--- src/rtl/lockin_demodulator.sv ---
// Lock-in demodulator: accumulates ADC samples over the on/off phases of a switching PWM and
// emits the averaged (on - off) difference per frame. Define LOCKIN_ROUND_EN for round-half-up.
module lockin_demodulator #(
  parameter int DATA_W       = 12,
  parameter int SAMPLES_LOG2 = 2,
  parameter int PERIODS_LOG2 = 1,
  parameter int SETTLE       = 1
) (
  input  logic              clk,
  input  logic              rst_n,
  input  logic              enable,
  input  logic              switch_pwm,
  input  logic              sample_valid,
  input  logic [DATA_W-1:0] sample_data,
  output logic              demod_valid,
  output logic [DATA_W:0]   demod_out,
  output logic              short_err,
  output logic              busy
);

  localparam int SHIFT = SAMPLES_LOG2 + PERIODS_LOG2;
  localparam int ACC_W = DATA_W + SHIFT;
  localparam int CNT_W = SAMPLES_LOG2 + 1;
  localparam int PC_W  = (PERIODS_LOG2 > 0) ? PERIODS_LOG2 : 1;

  localparam logic [CNT_W-1:0] N_SAMPLES   = CNT_W'(2 ** SAMPLES_LOG2);
  localparam logic [PC_W-1:0]  LAST_PERIOD = PC_W'(2 ** PERIODS_LOG2 - 1);
  localparam logic [3:0]       SETTLE_C    = 4'(SETTLE);
`ifdef LOCKIN_ROUND_EN
  localparam logic signed [ACC_W:0] ROUND_C = (ACC_W + 1)'(2 ** (SHIFT - 1));
`endif

  typedef enum logic [1:0] {IDLE, SYNC, ACCUM} state_t;

  state_t state_q, state_d;

  logic sw_meta, sw_s, sw_q;
  logic rise, fall, sw_edge;

  logic [3:0]       blank_cnt, blank_base;
  logic [CNT_W-1:0] samp_cnt, cnt_base;
  logic [PC_W-1:0]  period_cnt;
  logic [ACC_W-1:0] on_sum, off_sum, on_base, off_base;
  logic             frame_bad;
  logic             enable_q;

  logic take_blank, take_sample, phase_short, frame_end, frame_good;
  logic signed [ACC_W:0] diff, diff_adj;
  logic [DATA_W:0]       demod_next;

  always_comb begin
    // NOTE: every combinational output gets a default first so no path can infer a latch.
    state_d = state_q;
    unique case (state_q)
      IDLE:    if (enable) state_d = SYNC;
      SYNC:    if (!enable) state_d = IDLE;
               else if (rise) state_d = ACCUM;
      ACCUM:   if (!enable) state_d = IDLE;
      default: state_d = IDLE;
    endcase
  end

  always_ff @(posedge clk or negedge rst_n) begin
    // NOTE: sequential state uses non-blocking assignments so all flops update together.
    if (!rst_n) state_q <= IDLE;
    else        state_q <= state_d;
  end

  assign busy = (state_q == SYNC) || (state_q == ACCUM);

  // An edge restarts the phase counters before the same-cycle sample is judged.
  always_comb begin
    rise        = sw_s & ~sw_q;
    fall        = ~sw_s & sw_q;
    sw_edge     = rise | fall;
    blank_base  = sw_edge ? '0 : blank_cnt;
    cnt_base    = sw_edge ? '0 : samp_cnt;
    take_blank  = sample_valid && (blank_base < SETTLE_C);
    take_sample = sample_valid && !take_blank && (cnt_base < N_SAMPLES);
    phase_short = samp_cnt < N_SAMPLES;
    frame_end   = rise && (period_cnt == LAST_PERIOD);
    frame_good  = !frame_bad && !phase_short;
    on_base     = frame_end ? '0 : on_sum;
    off_base    = frame_end ? '0 : off_sum;
    diff        = $signed({1'b0, on_sum}) - $signed({1'b0, off_sum});
`ifdef LOCKIN_ROUND_EN
    diff_adj    = diff + ROUND_C;
`else
    diff_adj    = diff;
`endif
    demod_next  = (DATA_W + 1)'(diff_adj >>> SHIFT);
  end

  always_ff @(posedge clk or negedge rst_n) begin
    if (!rst_n) begin
      sw_meta     <= 1'b0;
      sw_s        <= 1'b0;
      sw_q        <= 1'b0;
      enable_q    <= 1'b0;
      blank_cnt   <= '0;
      samp_cnt    <= '0;
      period_cnt  <= '0;
      on_sum      <= '0;
      off_sum     <= '0;
      frame_bad   <= 1'b0;
      demod_valid <= 1'b0;
      demod_out   <= '0;
      short_err   <= 1'b0;
    end else begin
      sw_meta     <= switch_pwm;
      sw_s        <= sw_meta;
      sw_q        <= sw_s;
      enable_q    <= enable;
      demod_valid <= 1'b0;
      if (enable && !enable_q) short_err <= 1'b0;

      if (state_q == ACCUM && enable) begin
        blank_cnt <= take_blank ? blank_base + 4'd1 : blank_base;
        samp_cnt  <= take_sample ? cnt_base + CNT_W'(1) : cnt_base;
        on_sum    <= (take_sample && sw_s)  ? on_base + ACC_W'(sample_data)  : on_base;
        off_sum   <= (take_sample && !sw_s) ? off_base + ACC_W'(sample_data) : off_base;
        if (sw_edge && phase_short) short_err <= 1'b1;
        if (rise) period_cnt <= frame_end ? '0 : period_cnt + PC_W'(1);
        if (frame_end) begin
          frame_bad <= 1'b0;
          if (frame_good) begin
            demod_out   <= demod_next;
            demod_valid <= 1'b1;
          end
        end else if (sw_edge && phase_short) begin
          frame_bad <= 1'b1;
        end
      end else if (state_q == SYNC && enable && rise) begin
        // First on phase starts here; its edge-coincident sample is the first post-edge sample.
        blank_cnt  <= take_blank ? 4'd1 : 4'd0;
        samp_cnt   <= take_sample ? CNT_W'(1) : '0;
        on_sum     <= take_sample ? ACC_W'(sample_data) : '0;
        off_sum    <= '0;
        period_cnt <= '0;
        frame_bad  <= 1'b0;
      end else begin
        blank_cnt  <= '0;
        samp_cnt   <= '0;
        period_cnt <= '0;
        on_sum     <= '0;
        off_sum    <= '0;
        frame_bad  <= 1'b0;
      end
    end
  end

endmodule

--- config.mk ---
export PLATFORM = sky130hd
export DESIGN_NAME = lockin_demodulator
export DESIGN_NICKNAME = d
export VERILOG_FILES = /design/src/rtl/lockin_demodulator.sv
export SDC_FILE = /design/constraint.sdc
export NUM_CORES = 1
export LEC_CHECK = 0
export CORE_UTILIZATION = 60
export DETAILED_ROUTE_END_ITERATION = 10
export MAX_ROUTING_LAYER = met4
export PLACE_DENSITY = 0.84
export REMOVE_ABC_BUFFERS = 1
export SYNTH_ARGS = -nofsm -noshare
export SYNTH_HDL_FRONTEND = slang
export SYNTH_SLANG_ARGS = --single-unit
--- constraint.sdc ---
create_clock -name clk -period 5.5 [get_ports clk]
set_clock_uncertainty 0.15 [all_clocks]
set_input_delay 1.65 -clock clk [delete_from_list [all_inputs] [get_ports clk]]
set_output_delay 1.65 -clock clk [all_outputs]
set_load 0.05 [all_outputs]
**Word-level counts from Yosys, hierarchy flattened**

Index checks and enable logic that the tools add are counted.

- Memories kept: 0
- Output and inout port bits: 16
- RAM bits: 0
- Flip-flop bits (word level): 60
- Bits in read-only memories: 0
- Bits in latches: 0
- Word-level logic and storage cells: 91

- Reduce and logical (&&, ||, !) cells: 21
- Magnitude comparators: 3
- Multiply operators: 0
- Mux-type cells: 35
- Eq/ne operators: 7
- $add $sub $neg: 6
- Div/mod/pow operators: 0
- Bitwise logic cells: 5
- Shift-type cells: 0

Operators with widths:

| kind | count |
|---|---|
| 15-bit 2-to-1 mux | 6 |
| 15-bit by 12-bit adder with 15-bit output | 2 |
| 12-bit 2-to-1 mux | 2 |
| 1-bit 2-to-1 mux | 16 |
| 15-bit by 15-bit subtractor with 16-bit output | 1 |
| 1-bit logical AND | 12 |
| 4-bit 2-to-1 mux | 3 |
| 3-bit 2-to-1 mux | 3 |
| 2-bit 2-to-1 mux | 4 |
| 3-bit less-than comparator (second input constant) | 2 |
| 2-bit != test (second input constant) | 3 |
| 2-bit one-hot mux with 3 select lines | 1 |
| 3-bit AND reduction | 2 |
| 1-bit logical NOT | 5 |
| 4-bit by 1-bit adder with 4-bit output (second input constant) | 1 |
| 4-bit by 1-bit less-than comparator with 1-bit output (second input constant) | 1 |
| 3-bit by 1-bit adder with 3-bit output (second input constant) | 1 |
| 3-bit by 2-bit != test with 1-bit output (second input constant) | 1 |
| 3-bit != test (second input constant) | 1 |
| 1-bit bitwise AND | 2 |
| 2-bit by 1-bit equality test with 1-bit output (second input constant) | 1 |
| 2-bit equality test (second input constant) | 1 |
| 2-bit logical NOT | 1 |
| 1-bit inverter | 2 |
| 3 further kinds | 3 |

**Longest topological paths before layout**

- Depth in word-level cells: 12
- Gate-level depth with buffers: 18
- Mapped depth without buffers: 15

**Worst setup path before layout**

Ideal clock, no wire load.

- Kind: input -> register
- Start point: in sample_data[0]
- End point: reg off_sum[14]
- Path slack: 1564 ps
- Stages on the path: 11
- Arrival time: 3708 ps
- Path through: ha_1 > inv_1 > fa_1 > a21bo_2 > a21oi_1 > o32ai_4 > a31oi_2 > nor2_2 > a31oi_1 > or3_1 > a21oi_1

- Cells in the longest elaborated chain, start to end: 3

Ends and longest elaborated chain:

| item | line | source |
|---|---|---|
| start: declaration | 14 | `input logic [DATA_W-1:0] sample_data,` |
| 15-bit by 12-bit adder with 15-bit output | 121 | `off_sum <= (take_sample && !sw_s) ? off_base + ACC_W'(sample_data) : off_base;` |
| 15-bit 2-to-1 mux | 121 |  |
| 15-bit 2-to-1 mux | 117 | `if (state_q == ACCUM && enable) begin` |
| end signal: assignment | 121 |  |
| end: declaration | 43 | `logic [ACC_W-1:0] on_sum, off_sum, on_base, off_base;` |

No other way between the ends.
A chain may end at the register's enable or synchronous reset.

**Worst setup path after layout**

Ends and elaborated chain as after synthesis.

==> results.md <==
Status:
- The run finished with clean final reports.

Power:
- The reported net switching power is 0.000287 W.
- The design draws 0.000985 W.
- Of the total power, the share spent switching nets is 29.1%.
- The static power due to leakage is 2.30 nW.
- The share of total power dissipated in the clock network is 36.3%.
- The sequential share of power is 46.4%.
- IR analysis of the VDD net gives a maximum drop of 0.333 mV.
- The total power per unit cell area is 187 nW/um^2.
- In this run, the combinational gates consume 17.3% of the power.
- Cell internal power was estimated by the tool at 0.000698 W.

Drt:
- The final layout contains routed wiring with a total length of 10900 um.
- For this run, the detailed router's first-pass iteration total came to 5.
- The count of nets left with antenna violations once routing finished came out at 0.
- For this run, design rule violations remaining after detail routing come to 0.
- Dividing the detail-routed wire length by the instance count gives 15.8 um.
- The violation count after the first detailed-route iteration is 282.
- Summing over every cut layer, the via total after detailed routing is 4177.
- After detailed routing, the number of vias per cell comes to 6.04.

Timing:
- For the pin with the worst max-slew slack, the measured transition is 0.780 ns.
- After layout, the worst path uses 80.7% of the clock period.
- The max-slew violation count is 0.
- Once routing completed, OpenROAD measured the worst setup slack at 1.06 ns.
- The final setup violation count is 0.
- For this run, the top clock speed supported by timing is 225 MHz.
- Setup repair after global routing left no endpoint under its margin.
- The hold violation count in the final report is 0.
- The minimum period implied by the final worst setup slack is 4.44 ns.
- The worst pin sits at a relative slew slack of 48.0%.
- The total negative slack for setup checks is 0 ns.

Yosys:
- The average instance in the mapped netlist occupies 8.48 um^2.
- The flip-flop cell with the highest count after synthesis is sky130_fd_sc_hd__dfrtp_1.
- The gate count of the mapped netlist is 568.
- In the synthesized netlist the async set-or-reset flop fraction comes to 100%.
- The share of the yosys chip area belonging to registers is 31.2%.
- In this run, synthesis inferred 0 flip-flops with an integrated enable.
- In this run, distinct cell masters in the synthesized netlist total 72.
- The number of flip-flops and latches in the synthesized netlist is 60.
- The synthesized netlist occupies a cell area of 4820 um^2.
- During synthesis, Yosys emitted a total of 0 warnings.

CTS:
- The clock latency of the later-clocked register in the worst-skew pair is 0.34 ns.
- The number of clock sinks seen by CTS is 60.
- The number of hold buffers added after CTS was 0.
- The number of buffers between clock root and the deepest sink is 2.
- The number of clock buffers inserted by TritonCTS is 9.
- TritonCTS built the clock tree.
- Clock-pin slew was measured on the worst setup and hold paths at 0.07 ns.
- The post-CTS setup buffer count is 0.
- The number of levels the H-tree was split into is 3.
- The post-cts gate resize count is 0.
- The clock root buffer is sky130_fd_sc_hd__clkbuf_8.

Worst setup path:
- Measured in cells, the most critical reg-to-reg path has a length of 15.
- The worst register-to-register path has a setup slack of 1.48 ns.
- The worst path arrival time is 4.55 ns.
- In this run the critical register-to-register path is launched from sw_s.
- The setup path with the least slack is of type in -> reg.
- The peak fanout along the critical path is 5.
- The worst flop-to-flop path endpoint is off_sum[14].
- The worst setup path is captured at a flip-flop.
- The kind of start point of the critical path is an input port.
- The critical path required time is 5.61 ns.
- Tracing the worst setup path back leads to its startpoint at sample_data[0].
- In this run the worst setup path terminates at off_sum[14].

Floorplan:
- The number of I/O pins is 33.
- The starting utilization of the core area is 62.3%.
- Row generation in the floorplan step produced 32 rows.
- The floorplan die height is 91.6 um.
- The die is 91.6 um wide.
- The floorplan die area is 8390 um^2.
- After floorplanning, the core was sized to cover 7730 um^2.

Global routing:
- Entering global routing, the biggest net connects 39 pins.
- The most crowded layer after global routing is met2.
- The number of global-route vias before repair was 3948.
- The met3 routing resource usage after global routing is 4.27%.
- The first-pass GRT wire length is 18300 um.
- The aggregate global routing overflow is 0.
- Global routing used 28.5% of the available tracks across all layers.
- For this run, global-route usage on met2 was measured as 47.7%.
- The initial antenna violation count is 0.
- The met1 usage in global routing is 35.3%.

Finish:
- Cells with a size suffix above 1 make up 5.93% of the layout.
- The repair_antennas step left the layout with diodes totalling 0.
- The net count of the finished layout is 642.
- The synthesis-to-layout area growth is 9.25%.

Placed design:
- Detailed placement ended at an HPWL of 7990 um.
- The weighted congestion at the end of routability-driven global placement is 0.922.
- Buffers placed on the I/O ports in this run total 32.
- At the placement stage, the worst setup path has a slack of 0.730 ns.

Min path:
- The type of the worst min-delay path is reg -> reg.

Job:
- The reported max-cap violation count is 0.
[cells by family after synthesis]
family,Yosys count,synth area share (%)
buffers and inverters,67,7.07
DFF,60,31.2
xor gates and xnor gates,48,8.89
and+or+nand+nor,185,18.6
AOI/OAI and AO/OA,165,23.0
adders and majority gates,40,10.7
muxes,3,0.624
[synthesized netlist by cell type (all sizes together) (14+ instances only)]
master  count  area share (%)
a21oi      40             4.2
and2       22             2.9
buf        15             2.4
clkbuf     14             1.7
dfrtp      60              31
ha         37             9.6
inv        38             3.0
nand2      62             5.0
nor2       51             4.0
o21ai      44             4.6
xnor2      30             5.6
xor2       18             3.3
[stage by stage]
step / hold WS, ns / instance area [um^2] / instances / utilization (%)
after detailed placement: 0.187 / 5090 / 677 / 65.9
after global placement: 0.186 / 5090 / 677 / 65.9
after global routing: 0.213 / 5260 / 692 / 68.1
final: 0.199 / 5260 / 692 / 68.1
after floorplan: 0.181 / 4620 / 539 / -
after CTS: 0.200 / 5260 / 692 / 68.1
[state kept, by name, indices dropped and copies added, names as in the netlist]
name	flops
off_sum	15
enable_q	1
demod_valid	1
short_err	1
samp_cnt	3
on_sum	15
demod_out	13
state_q	2
frame_bad	1
sw_s	1
sw_q	1
sw_meta	1
blank_cnt	4
period_cnt	1
[routing by layer]
metal | share of wire (%) | vias up | wire [um]
met3 | 6.4 | 22 | 697
met1 | 43 | 1977 | 4660
met4 | 1.6 | 0 | 172
met2 | 49 | 156 | 5380
li1 | - | 2022 | -
met5 | 0 | - | 0
[worst max-delay path, cell delays in order]
cell                              delay, ns
sky130_fd_sc_hd__clkdlybuf4s50_1       0.50
sky130_fd_sc_hd__ha_1                  0.19
sky130_fd_sc_hd__inv_1                 0.07
sky130_fd_sc_hd__fa_1                  0.44
sky130_fd_sc_hd__a21bo_2               0.23
sky130_fd_sc_hd__a21oi_1               0.09
sky130_fd_sc_hd__o32ai_4               0.33
sky130_fd_sc_hd__a31oi_2               0.19
sky130_fd_sc_hd__nor2_2                0.16
sky130_fd_sc_hd__a31oi_1               0.16
sky130_fd_sc_hd__or3_1                 0.38
sky130_fd_sc_hd__a21oi_1               0.15
[layout make-up]
type	instances	area, um^2
multi-input combinational	441	2970
tap	102	128
inverter	38	143
clock inverter	1	7.51
clock buffer	14	163
timing repair buffer	36	345
fill	625	2470
sequential	60	1500
[power groups by stage]
stage                     Combinational [W]  Sequential [W]  Clock, W
final                              0.000171        0.000457  0.000358
after floorplan                    0.000105        0.000469         0
after CTS                          0.000171        0.000457  0.000363
after global routing               0.000188        0.000458  0.000380
after global placement             0.000164        0.000465         0
after detailed placement           0.000170        0.000465         0
[worst min-delay path by stage]
stage / slack [ns] / endpoint / start / cells after the start
global placement: 0.19 / sw_s / sw_meta / 0
global route: 0.21 / sw_s / sw_meta / 0
CTS: 0.20 / sw_s / sw_meta / 0
floorplan: 0.18 / sw_s / sw_meta / 0
finish: 0.20 / sw_s / sw_meta / 0
detailed placement: 0.19 / sw_s / sw_meta / 0
[cells in the final DEF, fill, tap and decap left out, types with 12 or more instances in the layout]
cell                               n
sky130_fd_sc_hd__ha_1             37
sky130_fd_sc_hd__dfrtp_1          60
sky130_fd_sc_hd__o21ai_0          37
sky130_fd_sc_hd__and2_1           21
sky130_fd_sc_hd__nor2_1           50
sky130_fd_sc_hd__a21oi_1          40
sky130_fd_sc_hd__xnor2_1          29
sky130_fd_sc_hd__nand2_1          60
sky130_fd_sc_hd__xor2_1           18
sky130_fd_sc_hd__inv_1            38
sky130_fd_sc_hd__clkdlybuf4s50_1  31
sky130_fd_sc_hd__nand3_1          12
sky130_fd_sc_hd__a21o_1           12
No activity file was read; power rests on OpenSTA's default activity.
